**config.mk**
```make
export PLATFORM = sky130hd
export DESIGN_NAME = grid_game_ctrl
export DESIGN_NICKNAME = d
export VERILOG_FILES = /design/src/rtl/grid_game_pkg.sv /design/src/rtl/grid_lfsr16.sv /design/src/rtl/grid_game_ctrl.sv
export SDC_FILE = /design/constraint.sdc
export NUM_CORES = 1
export LEC_CHECK = 0
export ABC_AREA = 1
export CORE_AREA = 2 2 87 72
export DETAILED_ROUTE_END_ITERATION = 16
export DIE_AREA = 0 0 89 74
export DONT_BUFFER_PORTS = 1
export HOLD_SLACK_MARGIN = 0.02
export PLACE_DENSITY = 0.72
export REMOVE_ABC_BUFFERS = 1
export SLEW_MARGIN = 20
export SYNTH_ARGS = -nofsm -noshare
export SYNTH_HDL_FRONTEND = slang
export SYNTH_SLANG_ARGS = --single-unit
```
**constraint.sdc**
```tcl
create_clock -name clk_i -period 2.8 [get_ports clk_i]
set_clock_uncertainty 0.2 [all_clocks]
set_input_delay 0.56 -clock clk_i [delete_from_list [all_inputs] [get_ports clk_i]]
set_output_delay 0.56 -clock clk_i [all_outputs]
set_load 0.01 [all_outputs]
```
**src/rtl/grid_game_pkg.sv**
```systemverilog
// grid_game_pkg: shared encodings for the grid hazard/gold/life game.
//   - game_state output codes (IDLE/PLAY/OVER)
//   - internal FSM state enum
//   - LFSR seed and tap mask for the 16-bit Fibonacci generator
//   - helper mapping an FSM state onto its reported game_state code
package grid_game_pkg;

  localparam logic [1:0] GS_IDLE = 2'd0;
  localparam logic [1:0] GS_PLAY = 2'd1;
  localparam logic [1:0] GS_OVER = 2'd2;

  typedef enum logic [1:0] {
    ST_IDLE = 2'd0,
    ST_WARN = 2'd1,
    ST_FIRE = 2'd2,
    ST_OVER = 2'd3
  } state_e;

  localparam logic [15:0] LFSR_SEED = 16'hACE1;
  // Taps 16,14,13,11 expressed as bit positions 15,13,12,10.
  localparam logic [15:0] LFSR_TAPS = 16'hB400;

  function automatic logic [1:0] game_state_of(input state_e s);
    case (s)
      ST_WARN, ST_FIRE: return GS_PLAY;
      ST_OVER:          return GS_OVER;
      default:          return GS_IDLE;
    endcase
  endfunction

endpackage

```
**src/rtl/grid_lfsr16.sv**
```systemverilog
// grid_lfsr16: free-running 16-bit Fibonacci LFSR (taps 16,14,13,11).
// Advances every clock regardless of game activity so that the moment a
// player presses start randomises the round layout.
// Ports:
//   clk_i   clock
//   rst_ni  synchronous active-low reset, loads LFSR_SEED
//   lfsr_o  current register value
module grid_lfsr16
  import grid_game_pkg::*;
(
  input  logic        clk_i,
  input  logic        rst_ni,
  output logic [15:0] lfsr_o
);

  logic [15:0] lfsr_q;
  logic [15:0] lfsr_d;

  assign lfsr_d = {lfsr_q[14:0], ^(lfsr_q & LFSR_TAPS)};

  always_ff @(posedge clk_i) begin
    if (!rst_ni) lfsr_q <= LFSR_SEED;
    else         lfsr_q <= lfsr_d;
  end

  assign lfsr_o = lfsr_q;

endmodule

```
**src/rtl/grid_game_ctrl.sv**
```systemverilog
// grid_game_ctrl: hazard/gold/life game over a grid of CELLS box switches.
// Each round shows a warning mask, then turns it into a fire mask; players
// standing on fire lose at most one life per round, players reaching the
// gold cell score (saturating). All outputs are registered.
// Optional feature macro: SUPER_IMMUNITY_EN -- when defined, super_i=1
// makes hits harmless; otherwise super_i is ignored.
// Ports:
//   clk_i            25 MHz pixel clock
//   rst_ni           synchronous active-low reset
//   tick_i           one-cycle game-rate enable
//   start_i          one-pulse start request
//   super_i          immunity request
//   box_i            player occupancy per cell
//   game_state_o     0 IDLE, 1 PLAY, 2 OVER
//   score_o          gold collected, saturating
//   warning_state_o  cells about to ignite
//   fire_state_o     burning cells
//   gold_state_o     one-hot gold cell or 0
//   life_o           lives remaining
module grid_game_ctrl
  import grid_game_pkg::*;
#(
  parameter int CELLS      = 9,
  parameter int SCORE_W    = 4,
  parameter int LIFE_W     = 2,
  parameter int MAX_LIFE   = 3,
  parameter int WARN_TICKS = 4,
  parameter int FIRE_TICKS = 2
) (
  input  logic               clk_i,
  input  logic               rst_ni,
  input  logic               tick_i,
  input  logic               start_i,
  input  logic               super_i,
  input  logic [CELLS-1:0]   box_i,
  output logic [1:0]         game_state_o,
  output logic [SCORE_W-1:0] score_o,
  output logic [CELLS-1:0]   warning_state_o,
  output logic [CELLS-1:0]   fire_state_o,
  output logic [CELLS-1:0]   gold_state_o,
  output logic [LIFE_W-1:0]  life_o
);

  localparam int TMAX    = (WARN_TICKS > FIRE_TICKS) ? WARN_TICKS : FIRE_TICKS;
  localparam int TIMER_W = $clog2(TMAX + 1);

  function automatic logic [SCORE_W-1:0] sat_inc(input logic [SCORE_W-1:0] v);
    return (&v) ? v : v + 1'b1;
  endfunction

  logic [15:0] lfsr;

  grid_lfsr16 u_lfsr (
    .clk_i  (clk_i),
    .rst_ni (rst_ni),
    .lfsr_o (lfsr)
  );

  state_e             state_q, state_d;
  logic [1:0]         game_state_q, game_state_d;
  logic [TIMER_W-1:0] timer_q, timer_d;
  logic [SCORE_W-1:0] score_q, score_d;
  logic [LIFE_W-1:0]  life_q, life_d;
  logic [CELLS-1:0]   warn_q, warn_d;
  logic [CELLS-1:0]   fire_q, fire_d;
  logic [CELLS-1:0]   gold_q, gold_d;
  logic               hit_q, hit_d;

  logic               immune;
  logic               unused_lfsr_bits;

  assign unused_lfsr_bits = ^lfsr;

`ifdef SUPER_IMMUNITY_EN
  assign immune = super_i;
`else
  logic unused_super;
  assign unused_super = super_i;
  assign immune       = 1'b0;
`endif

  // Round layout derived from the current LFSR value.
  logic [CELLS-1:0] load_warn;
  logic [CELLS-1:0] load_gold;
  logic [CELLS-1:0] gold_oh;
  logic [4:0]       gold_idx;

  always_comb begin
    load_warn = lfsr[CELLS-1:0];
    if (load_warn == '0) load_warn = {{(CELLS-1){1'b0}}, 1'b1};
    // Index is 0..15 and CELLS >= 8, so one subtraction folds it into range.
    gold_idx = {1'b0, lfsr[15:12]};
    if (gold_idx >= 5'(CELLS)) gold_idx = gold_idx - 5'(CELLS);
    gold_oh   = {{(CELLS-1){1'b0}}, 1'b1} << gold_idx;
    load_gold = ((gold_oh & load_warn) != '0) ? '0 : gold_oh;
  end

  logic gold_hit;
  logic life_loss;
  logic last_tick;

  assign gold_hit  = |(box_i & gold_q);
  // Only the first effective hit of a round costs a life.
  assign life_loss = (state_q == ST_FIRE) && |(box_i & fire_q) && !immune && !hit_q;
  assign last_tick = (timer_q == TIMER_W'(1));

  always_comb begin
    state_d = state_q;
    timer_d = timer_q;
    score_d = score_q;
    life_d  = life_q;
    warn_d  = warn_q;
    fire_d  = fire_q;
    gold_d  = gold_q;
    hit_d   = hit_q;
    case (state_q)
      ST_IDLE: begin
        if (start_i) begin
          score_d = '0;
          life_d  = LIFE_W'(MAX_LIFE);
          warn_d  = load_warn;
          gold_d  = load_gold;
          fire_d  = '0;
          hit_d   = 1'b0;
          timer_d = TIMER_W'(WARN_TICKS);
          state_d = ST_WARN;
        end
      end
      ST_WARN, ST_FIRE: begin
        if (tick_i) begin
          if (gold_hit) begin
            score_d = sat_inc(score_q);
            gold_d  = '0;
          end
          if (life_loss) begin
            life_d = life_q - 1'b1;
            hit_d  = 1'b1;
          end
          timer_d = timer_q - 1'b1;
          // Losing the last life overrides the phase transition.
          if (life_loss && (life_q == LIFE_W'(1))) begin
            warn_d  = '0;
            fire_d  = '0;
            gold_d  = '0;
            state_d = ST_OVER;
          end else if (last_tick) begin
            if (state_q == ST_WARN) begin
              fire_d  = warn_q;
              warn_d  = '0;
              timer_d = TIMER_W'(FIRE_TICKS);
              state_d = ST_FIRE;
            end else begin
              fire_d  = '0;
              warn_d  = load_warn;
              gold_d  = load_gold;
              hit_d   = 1'b0;
              timer_d = TIMER_W'(WARN_TICKS);
              state_d = ST_WARN;
            end
          end
        end
      end
      ST_OVER: begin
        if (start_i) state_d = ST_IDLE;
      end
      default: state_d = ST_IDLE;
    endcase
    game_state_d = game_state_of(state_d);
  end

  always_ff @(posedge clk_i) begin
    if (!rst_ni) begin
      state_q      <= ST_IDLE;
      game_state_q <= GS_IDLE;
      timer_q      <= '0;
      score_q      <= '0;
      life_q       <= LIFE_W'(MAX_LIFE);
      warn_q       <= '0;
      fire_q       <= '0;
      gold_q       <= '0;
      hit_q        <= 1'b0;
    end else begin
      state_q      <= state_d;
      game_state_q <= game_state_d;
      timer_q      <= timer_d;
      score_q      <= score_d;
      life_q       <= life_d;
      warn_q       <= warn_d;
      fire_q       <= fire_d;
      gold_q       <= gold_d;
      hit_q        <= hit_d;
    end
  end

  assign game_state_o    = game_state_q;
  assign score_o         = score_q;
  assign warning_state_o = warn_q;
  assign fire_state_o    = fire_q;
  assign gold_state_o    = gold_q;
  assign life_o          = life_q;

endmodule

```
==> results.sh, run 1 <==
export IMPL_drive_gt1_frac=0.105
export IMPL_syn_area_mm2=0.00306
export IMPL_grt_ovfl_total=0
export IMPL_synth_top_area_frac=0.373
export IMPL_end_kind="flop"
export IMPL_h_tree_depth=3
export IMPL_pre_cts_slack_ns=0.379
export IMPL_fillers=568
export IMPL_final_setup_tns_ns=0
export IMPL_post_synth_top_area_cell="dfxtp_1"
export IMPL_final_antenna_net_count=0
export IMPL_hold_violations=0
export IMPL_power_density_mw_per_mm2=682
export IMPL_grt_pass1_vias=2456
export IMPL_synth_ff_type="dfxtp_1"
export IMPL_clockBufferDepth=2
export IMPL_ys_top_cells_by_area="dfxtp_1 (37%), nand2_1 (13%), inv_1 (6.7%)"
export IMPL_period_share=0.880
export IMPL_status="finished clean"
export IMPL_hold_slack_ns=0.0974
export IMPL_synth_cell_types=36
export IMPL_drc=0
export IMPL_ys_seq_area_frac=0.373
export IMPL_drt_wirelength_per_cell_um=14.1
export IMPL_dp_hpwl_mm=5.41
export IMPL_num_rows=25
export IMPL_nets=468
export IMPL_cts_root_buf="clkbuf_8"
export IMPL_grtUsageTotal=0.242
export IMPL_grt_setup_unrepaired="no"
export IMPL_clk_pin_slew_ns=0.07
export IMPL_drtPass1Iterations=4
export IMPL_yosysMostFrequentCell="nand2_1"
export IMPL_cts_sinks=57
export IMPL_slowest_stage="dfxtp_1"
export IMPL_peakVddDrop_v=0.000483
export IMPL_critPathKind="flop to flop"
export IMPL_max_stage_delay_ns=0.38
export IMPL_timing_slew_headroom=0.654
export IMPL_die_area_mm2=0.00659
export IMPL_cpMostUsedCell="inv_1"
export IMPL_netlist_instances=441
export IMPL_required_ns=2.87
export IMPL_worstPathCellList="inv_1 -> ha_1 -> inv_1 -> nor2_1 -> inv_1 -> nand2_1 -> a21oi_2 -> nand2_2 -> inv_2 -> nand3_1 -> a21oi_1"
export IMPL_synth_enable_flop_cells=0
export IMPL_cts_setup_buffers=0
export IMPL_numCtsBuffers=9
export IMPL_synth_common_cells="nand2_1 (104), dfxtp_1 (57), inv_1 (55)"
export IMPL_synthArstFlopShare=0
export IMPL_vias=2792
export IMPL_gp_congestion=0.902
export IMPL_wl_mm=7.44
export IMPL_coreArea_mm2=0.00576
export IMPL_ys_seq_elements=57
export IMPL_critPathBufInv=4
export IMPL_die_h_um=74
export IMPL_worstHoldPathType="input port to flop"
export IMPL_fmax_ghz=0.406
export IMPL_grt_pass1_wl_mm=12.2
export IMPL_pin_count=49
export IMPL_critPathTopFamily="buffers and inverters"
export IMPL_min_period_ns=2.46
export IMPL_n_antenna_cell=0
export IMPL_portBuffers=0
export IMPL_routed_via_density=5.28
export IMPL_grt_start_max_net_pins=42
export IMPL_p_leak_nw=1.52
export IMPL_crit_path_start_kind="flop"
export IMPL_cts_hold_buf=0
export IMPL_cts_tree="done"
export IMPL_drt_iter0_drc=171
export IMPL_syn2layout_area_growth_pct=8.47
export IMPL_cts_resized_gates=0
export IMPL_worstPathArrival_ns=2.53
export IMPL_setup_ws_ns=0.337
export IMPL_path_max_fanout=26
export IMPL_setup_violations=0
export IMPL_drv_slew=0
export IMPL_ys_warnings_count=0
export IMPL_max_cap_violations=0
export IMPL_avgSynthCellArea_um2=6.94
export IMPL_clock_latency_ns=0.34
export IMPL_antenna_found_initial=0
export IMPL_die_w_um=89
export IMPL_worst_pin_slew_ns=0.519
export IMPL_initial_core_util=0.532
-- cells in the final DEF, fill, tap and decap left out, types with 4 or more instances in the layout --
cell type,synthesis,final
nand2_1,104,104
clkbuf_8,0,9
nor2_1,35,35
nand3_1,36,36
inv_2,4,4
o21ai_0,26,26
a21oi_1,41,41
nand2_2,8,8
dfxtp_1,57,57
buf_4,3,5
nand4_1,16,16
inv_1,55,55
ha_1,11,11
-- cell families (layout without fill, tap and decap cells) --
kind of cell / after synthesis / count (layout) / share of synthesized area
adders and majority gates: 11 / 11 / 0.0450
and+or+nand+nor: 214 / 214 / 0.329
AOI/OAI and AO/OA: 81 / 81 / 0.146
buffers and inverters: 74 / 81 / 0.0957
DFF: 57 / 57 / 0.373
xor gates and xnor gates: 4 / 4 / 0.0115
-- worst register-to-register path, cell delays in order, from the launching register on --
cell and delay (ns):
dfxtp_1 0.38, inv_1 0.11, ha_1 0.33, inv_1 0.20, nor2_1 0.08, inv_1 0.06
nand2_1 0.10, a21oi_2 0.19, nand2_2 0.16, inv_2 0.32, nand3_1 0.13, a21oi_1 0.13
-- flip-flops by register name, summed over array words and instances (netlist names) --
name and count:
u_lfsr.lfsr_o 16, fire_state_o 9, gold_state_o 9, warning_state_o 9
score_o 4, timer_q 3, game_state_o 2, life_o 2
state_q 2, hit_q 1
-- path summary, 6_finish.rpt --
path	slack, ns	depth (start not counted)	start	to
worst max register to register	0.34	11	state_q[0]	warning_state_o[6]
worst max-delay path	0.34	11	state_q[0]	warning_state_o[6]
worst min-delay path	0.1	1	rst_ni	u_lfsr.lfsr_o[11]
worst min register to register	0.21	2	u_lfsr.lfsr_o[11]	u_lfsr.lfsr_o[12]
-- layer usage --
| metal | GRT usage | share of wire | vias up |
|---|---|---|---|
| met5 | 0 | 0 | - |
| met4 | 0.0846 | 0.013 | 0 |
| met3 | 0.0755 | 0.070 | 12 |
| met2 | 0.354 | 0.43 | 78 |
| met1 | 0.338 | 0.49 | 1260 |
| li1 | - | - | 1442 |
-- where the power goes --
part | internal (mW) | switching, mW | total (mW)
Combinational | 0.165 | 0.315 | 0.480
Clock | 0.409 | 0.336 | 0.745
Sequential | 0.904 | 0.135 | 1.04
-- cell type report --
type                            count  area (µm²)  area share
Inverter                           60         225      0.0679
Clock buffer                       11         131      0.0396
Sequential cell                    57        1140       0.344
Tap cell                           81         101      0.0305
Timing Repair Buffer                5        37.5      0.0113
Multi-Input combinational cell    310        1630       0.490
Clock inverter                      5        56.3      0.0170
-- per-stage QoR --
stage | utilization | power, mW | cell area, µm² | instances
2_1_floorplan | - | 1.40 | 2990 | 427
3_3_place_gp | 0.544 | 1.52 | 3130 | 513
3_5_place_dp | 0.544 | 1.53 | 3130 | 513
4_1_cts | 0.577 | 2.27 | 3320 | 529
5_1_grt | 0.577 | 2.40 | 3320 | 529
6_report | 0.577 | 2.26 | 3320 | 529
(Power assumes the default switching activity.)
==> run 2: changes to the inputs <==
--- a/constraint.sdc
+++ b/constraint.sdc
@@ -4,2 +4,2 @@
 set_output_delay 0.56 -clock clk_i [all_outputs]
-set_load 0.01 [all_outputs]
+set_load 0.02 [all_outputs]
==> run 2 against run 1 <==
Effect of this change:
- via count increased by 4.1%
- register-to-register slack got worse by 0.03 ns
- setup slack got worse by 0.028 ns
- cell count increased by 0.19%
- combinational power increased by 2%
- first-iteration DRC count increased by 18%
- global-route usage increased by 0.78 points
- sequential power increased by 5%
- highest routed layer unchanged
- critical endpoint is now warning_state_o[5]
- die area unchanged
- sequential share of layout area decreased by 0.27 points
- count of clock-buffer cells in the layout increased by 1
==> results.sh, run 2 (synthesis gave the netlist of run 1 again) <==
export IMPL_status="finished clean"
export IMPL_worstPathArrival_ns=2.56
export IMPL_cts_resized_gates=0
export IMPL_cts_root_buf="clkbuf_8"
export IMPL_die_area_mm2=0.00659
export IMPL_clk_pin_slew_ns=0.07
export IMPL_post_dp_cell_area_mm2=0.00314
export IMPL_coreArea_mm2=0.00576
export IMPL_routed_via_density=5.48
export IMPL_nets=469
export IMPL_timing_slew_headroom=0.635
export IMPL_h_tree_depth=3
export IMPL_grt_pass1_wl_mm=12.5
export IMPL_grt_start_max_net_pins=42
export IMPL_wl_mm=7.67
export IMPL_final_setup_tns_ns=0
export IMPL_fillers=576
export IMPL_drc=0
export IMPL_clockBufferDepth=2
export IMPL_largest_reg_flops=16
export IMPL_drt_wirelength_per_cell_um=14.5
export IMPL_design_power_total_mw=2.38
export IMPL_setup_violations=0
export IMPL_power_density_mw_per_mm2=711
export IMPL_required_ns=2.87
export IMPL_cts_setup_buffers=0
export IMPL_grt_ovfl_total=0
export IMPL_die_h_um=74
export IMPL_crit_path_start_kind="flop"
export IMPL_fin_util=0.581
export IMPL_drt_iter0_drc=201
export IMPL_worst_pin_slew_ns=0.546
export IMPL_cts_tree="done"
export IMPL_pin_count=49
export IMPL_die_w_um=89
export IMPL_grt_setup_unrepaired="no"
export IMPL_grtUsageTotal=0.249
export IMPL_max_cap_violations=0
export IMPL_final_area_mm2=0.00334
export IMPL_initial_core_util=0.532
export IMPL_final_common_cell="nand2_1"
export IMPL_drive_gt1_frac=0.109
export IMPL_cts_hold_buf=0
export IMPL_gp_congestion=0.884
export IMPL_clock_latency_ns=0.34
export IMPL_syn2layout_area_growth_pct=9.33
export IMPL_peakVddDrop_v=0.000436
export IMPL_final_cell_mix="nand2_1 (104), dfxtp_1 (57), inv_1 (55)"
export IMPL_min_period_ns=2.49
export IMPL_path_max_fanout=26
export IMPL_vias=2907
export IMPL_hold_violations=0
export IMPL_cts_sinks=57
export IMPL_worstHoldPathType="input port to flop"
export IMPL_period_share=0.890
export IMPL_dp_hpwl_mm=5.53
export IMPL_drv_slew=0
export IMPL_numCtsBuffers=9
export IMPL_final_antenna_net_count=0
export IMPL_n_antenna_cell=0
export IMPL_portBuffers=0
export IMPL_critPathKind="flop to flop"
export IMPL_drtPass1Iterations=5
export IMPL_antenna_found_initial=0
export IMPL_end_kind="flop"
export IMPL_num_rows=25
export IMPL_fmax_ghz=0.401
export IMPL_grt_pass1_vias=2556
export IMPL_p_leak_nw=1.54
[run 2: layer usage]
metal / routed length (µm) / GRT usage
met1: 3460 / 0.351
met2: 3230 / 0.353
met3: 775 / 0.0855
met4: 193 / 0.0945
met5: 0 / 0
[run 2: metrics by stage]
| step | instances | hold WS [ns] | setup WS [ns] |
|---|---|---|---|
| global placement | 514 | 0.195 | 0.432 |
| global route | 530 | 0.0897 | 0.101 |
| finish | 530 | 0.100 | 0.309 |
| floorplan | 427 | 0.190 | 0.0296 |
| CTS | 530 | 0.0874 | 0.333 |
| detailed placement | 514 | 0.206 | 0.376 |
[run 2: layout make-up]
type / count / area (µm²) / area share
Clock buffer: 12 / 155 / 0.0464
Clock inverter: 4 / 51.3 / 0.0153
Inverter: 60 / 225 / 0.0673
Multi-Input combinational cell: 310 / 1630 / 0.486
Sequential cell: 57 / 1140 / 0.341
Tap cell: 81 / 101 / 0.0303
Timing Repair Buffer: 6 / 45.0 / 0.0135
[run 2: power breakdown]
part	total, mW	switching [mW]	internal [mW]
logic	0.491	0.323	0.168
registers	1.09	0.184	0.904
clock network	0.801	0.341	0.460
[run 2: worst max-delay path, stage by stage (launching register included)]
cell and delay [ns]:
dfxtp_1 0.38, inv_1 0.12, ha_1 0.33, inv_1 0.20, nor2_1 0.09, inv_1 0.06, nand2_1 0.10, a21oi_2 0.20
nand2_2 0.16, inv_2 0.33, nand3_1 0.12, a21oi_1 0.14
[run 2: path summary, 6_finish.rpt]
kind | start | to | slack, ns | depth (start not counted)
min reg2reg | u_lfsr.lfsr_o[9] | u_lfsr.lfsr_o[10] | 0.22 | 1
max reg2reg | state_q[0] | warning_state_o[5] | 0.31 | 11
max | state_q[0] | warning_state_o[5] | 0.31 | 11
min | rst_ni | u_lfsr.lfsr_o[11] | 0.10 | 1
==> run 3: changes to the inputs <==
ABC_AREA = unset   (was 1)
CORE_AREA = 2 2 82 68   (was 2 2 87 72)
DIE_AREA = 0 0 84 70   (was 0 0 89 74)
==> run 3 against run 2 <==
Effect of this change:
- utilization decreased by 1.4 points
- design area shrank 12%
- total power shrank 16%
- critical path depth decreased by 4
- sequential share of layout area is 4.6 points higher
- critical endpoint is now gold_state_o[3]
- sequential power shrank 16%
- largest cell class unchanged
- combinational power fell by 59%
- first-iteration DRC count is 10% higher
- register-to-register slack got worse by 0.11 ns
==> results.sh, run 3 <==
export IMPL_final_common_cell="dfxtp_1"
export IMPL_syn_area_mm2=0.00269
export IMPL_synth_cell_types=54
export IMPL_stdcell_count=352
export IMPL_pre_cts_slack_ns=0.251
export IMPL_routed_via_density=6.13
export IMPL_avgSynthCellArea_um2=9.63
export IMPL_peakVddDrop_v=0.000419
export IMPL_drive_gt1_frac=0.125
export IMPL_ys_seq_elements=57
export IMPL_grt_setup_unrepaired="no"
export IMPL_whs_path_depth=1
export IMPL_drv_slew=0
export IMPL_ys_warnings_count=0
export IMPL_worstPathArrival_ns=2.62
export IMPL_numCtsBuffers=9
export IMPL_setup_violations=0
export IMPL_critPathLaunch="u_lfsr.lfsr_o[13]"
export IMPL_drtPass1Iterations=5
export IMPL_p_clk_frac=0.440
export IMPL_initial_core_util=0.517
export IMPL_num_rows=24
export IMPL_synthArstFlopShare=0
export IMPL_hold_slack_ns=0.0808
export IMPL_timing_slew_headroom=0.502
export IMPL_dp_hpwl_mm=4.48
export IMPL_regToRegSetupSlack_ns=0.20
export IMPL_p_seq_frac=0.459
export IMPL_worstReg2RegEnd="gold_state_o[3]"
export IMPL_reg2reg_from="u_lfsr.lfsr_o[13]"
export IMPL_max_cap_violations=0
export IMPL_h_tree_depth=3
export IMPL_p_sw_uw=547
export IMPL_worst_pin_slew_ns=0.748
export IMPL_yosysMostFrequentCell="dfxtp_1"
export IMPL_rr_worst_depth=7
export IMPL_gp_congestion=0.804
export IMPL_cts_tree="done"
export IMPL_grtUsageTotal=0.221
export IMPL_final_cell_mix="dfxtp_1 (57), nand2_1 (24), a22o_1 (21)"
export IMPL_ys_seq_area_frac=0.425
export IMPL_synth_common_cells="dfxtp_1 (57), nand2_1 (24), a22o_1 (21)"
export IMPL_netlist_instances=279
export IMPL_clk_pin_slew_ns=0.07
export IMPL_hp_start="rst_ni"
export IMPL_critPathKind="flop to flop"
export IMPL_final_setup_tns_ns=0
export IMPL_drc=0
export IMPL_status="finished clean"
export IMPL_ys_top_cells_by_area="dfxtp_1 (42%), a22o_1 (6.8%), ha_1 (5.1%)"
export IMPL_clockBufferDepth=2
export IMPL_clock_latency_ns=0.35
export IMPL_synth_enable_flop_cells=0
export IMPL_design_power_total_mw=1.99
export IMPL_period_share=0.930
export IMPL_die_h_um=70
export IMPL_min_period_ns=2.60
export IMPL_die_area_mm2=0.00588
export IMPL_antenna_found_initial=0
export IMPL_wl_mm=6.17
export IMPL_portBuffers=0
export IMPL_die_w_um=84
export IMPL_pin_count=49
export IMPL_coreArea_mm2=0.00519
export IMPL_final_antenna_net_count=0
export IMPL_grt_pass1_wl_mm=10.1
export IMPL_setup_ws_ns=0.197
export IMPL_cts_resized_gates=0
export IMPL_cts_hold_buf=0
export IMPL_grt_start_max_net_pins=31
export IMPL_end_kind="flop"
export IMPL_syn2layout_area_growth_pct=9.59
export IMPL_fmax_ghz=0.384
export IMPL_post_synth_top_area_cell="dfxtp_1"
export IMPL_nets=307
export IMPL_p_sw_frac=0.275
export IMPL_hold_violations=0
export IMPL_vias=2159
export IMPL_drt_wirelength_per_cell_um=17.5
export IMPL_required_ns=2.81
export IMPL_n_antenna_cell=0
export IMPL_place_inst=336
export IMPL_whs_endpoint="u_lfsr.lfsr_o[0]"
export IMPL_synth_top_area_frac=0.425
export IMPL_p_leak_nw=1.21
export IMPL_crit_path_start_kind="flop"
export IMPL_grt_ovfl_total=0
export IMPL_largest_reg_flops=16
export IMPL_p_int_mw=1.44
export IMPL_cts_root_buf="clkbuf_8"
export IMPL_grt_pass1_vias=2011
export IMPL_power_density_mw_per_mm2=675
export IMPL_cts_sinks=57
export IMPL_drt_iter0_drc=222
export IMPL_cts_setup_buffers=0
export IMPL_synth_ff_type="dfxtp_1"
export IMPL_worstHoldPathType="input port to flop"
export IMPL_combPwrFrac=0.101
export IMPL_path_max_fanout=7
export IMPL_fillers=470
## run 3: cells by family after synthesis
| kind of cell | share of synthesized area |
|---|---|
| compound gates | 0.279 |
| xor+xnor | 0.00652 |
| fa+ha+maj | 0.0512 |
| buf+inv | 0.0479 |
| flops | 0.425 |
| mux | 0.00372 |
| simple gates | 0.187 |
## run 3: power by group through the flow
stage | clock, mW | combinational, mW | sequential [mW]
after global routing | 0.925 | 0.224 | 0.920
after detailed placement | 0 | 0.198 | 0.931
final | 0.874 | 0.201 | 0.914
after floorplan | 0 | 0.159 | 0.918
after CTS | 0.891 | 0.199 | 0.913
after global placement | 0 | 0.194 | 0.931
## run 3: metrics by stage
stage	area, µm²	util
2_1_floorplan	2620	-
3_3_place_gp	2720	0.523
3_5_place_dp	2720	0.523
4_1_cts	2950	0.567
5_1_grt	2950	0.567
6_report	2950	0.567
## run 3: per-layer routing
metal  vias to the layer above  wire length [µm]  share of wire  track usage
met1                      1012              3030           0.49        0.311
met4                         0                99          0.016       0.0753
li1                       1060                 -              -            -
met3                         9               482          0.078       0.0981
met5                         -                 0              0            0
met2                        78              2550           0.41        0.300
## run 3: worst max-delay path by stage
| stage | depth (start not counted) | to | slack, ns |
|---|---|---|---|
| 6_report | 7 | gold_state_o[3] | 0.20 |
| 5_1_grt | 7 | gold_state_o[2] | 0.07 |
| 4_1_cts | 7 | gold_state_o[3] | 0.22 |
| 3_5_place_dp | 7 | gold_state_o[3] | 0.25 |
| 3_3_place_gp | 7 | gold_state_o[2] | 0.27 |
| 2_1_floorplan | 7 | game_state_o[0] | 0.42 |
## run 3: layout make-up
type	count	area, µm²	area share
Sequential cell	57	1140	0.387
Clock inverter	7	103	0.0348
Timing Repair Buffer	3	22.5	0.00765
Multi-Input combinational cell	196	1420	0.481
Clock buffer	9	124	0.0421
Tap cell	65	81.3	0.0276
Inverter	15	56.3	0.0191
## run 3: critical path: stages (launching register included)
cell and delay [ns]:
dfxtp_1 0.43, inv_1 0.11, ha_1 0.22, or3_2 0.53, a21oi_1 0.22, mux2i_1 0.10
o311ai_0 0.53, o2bb2ai_1 0.13
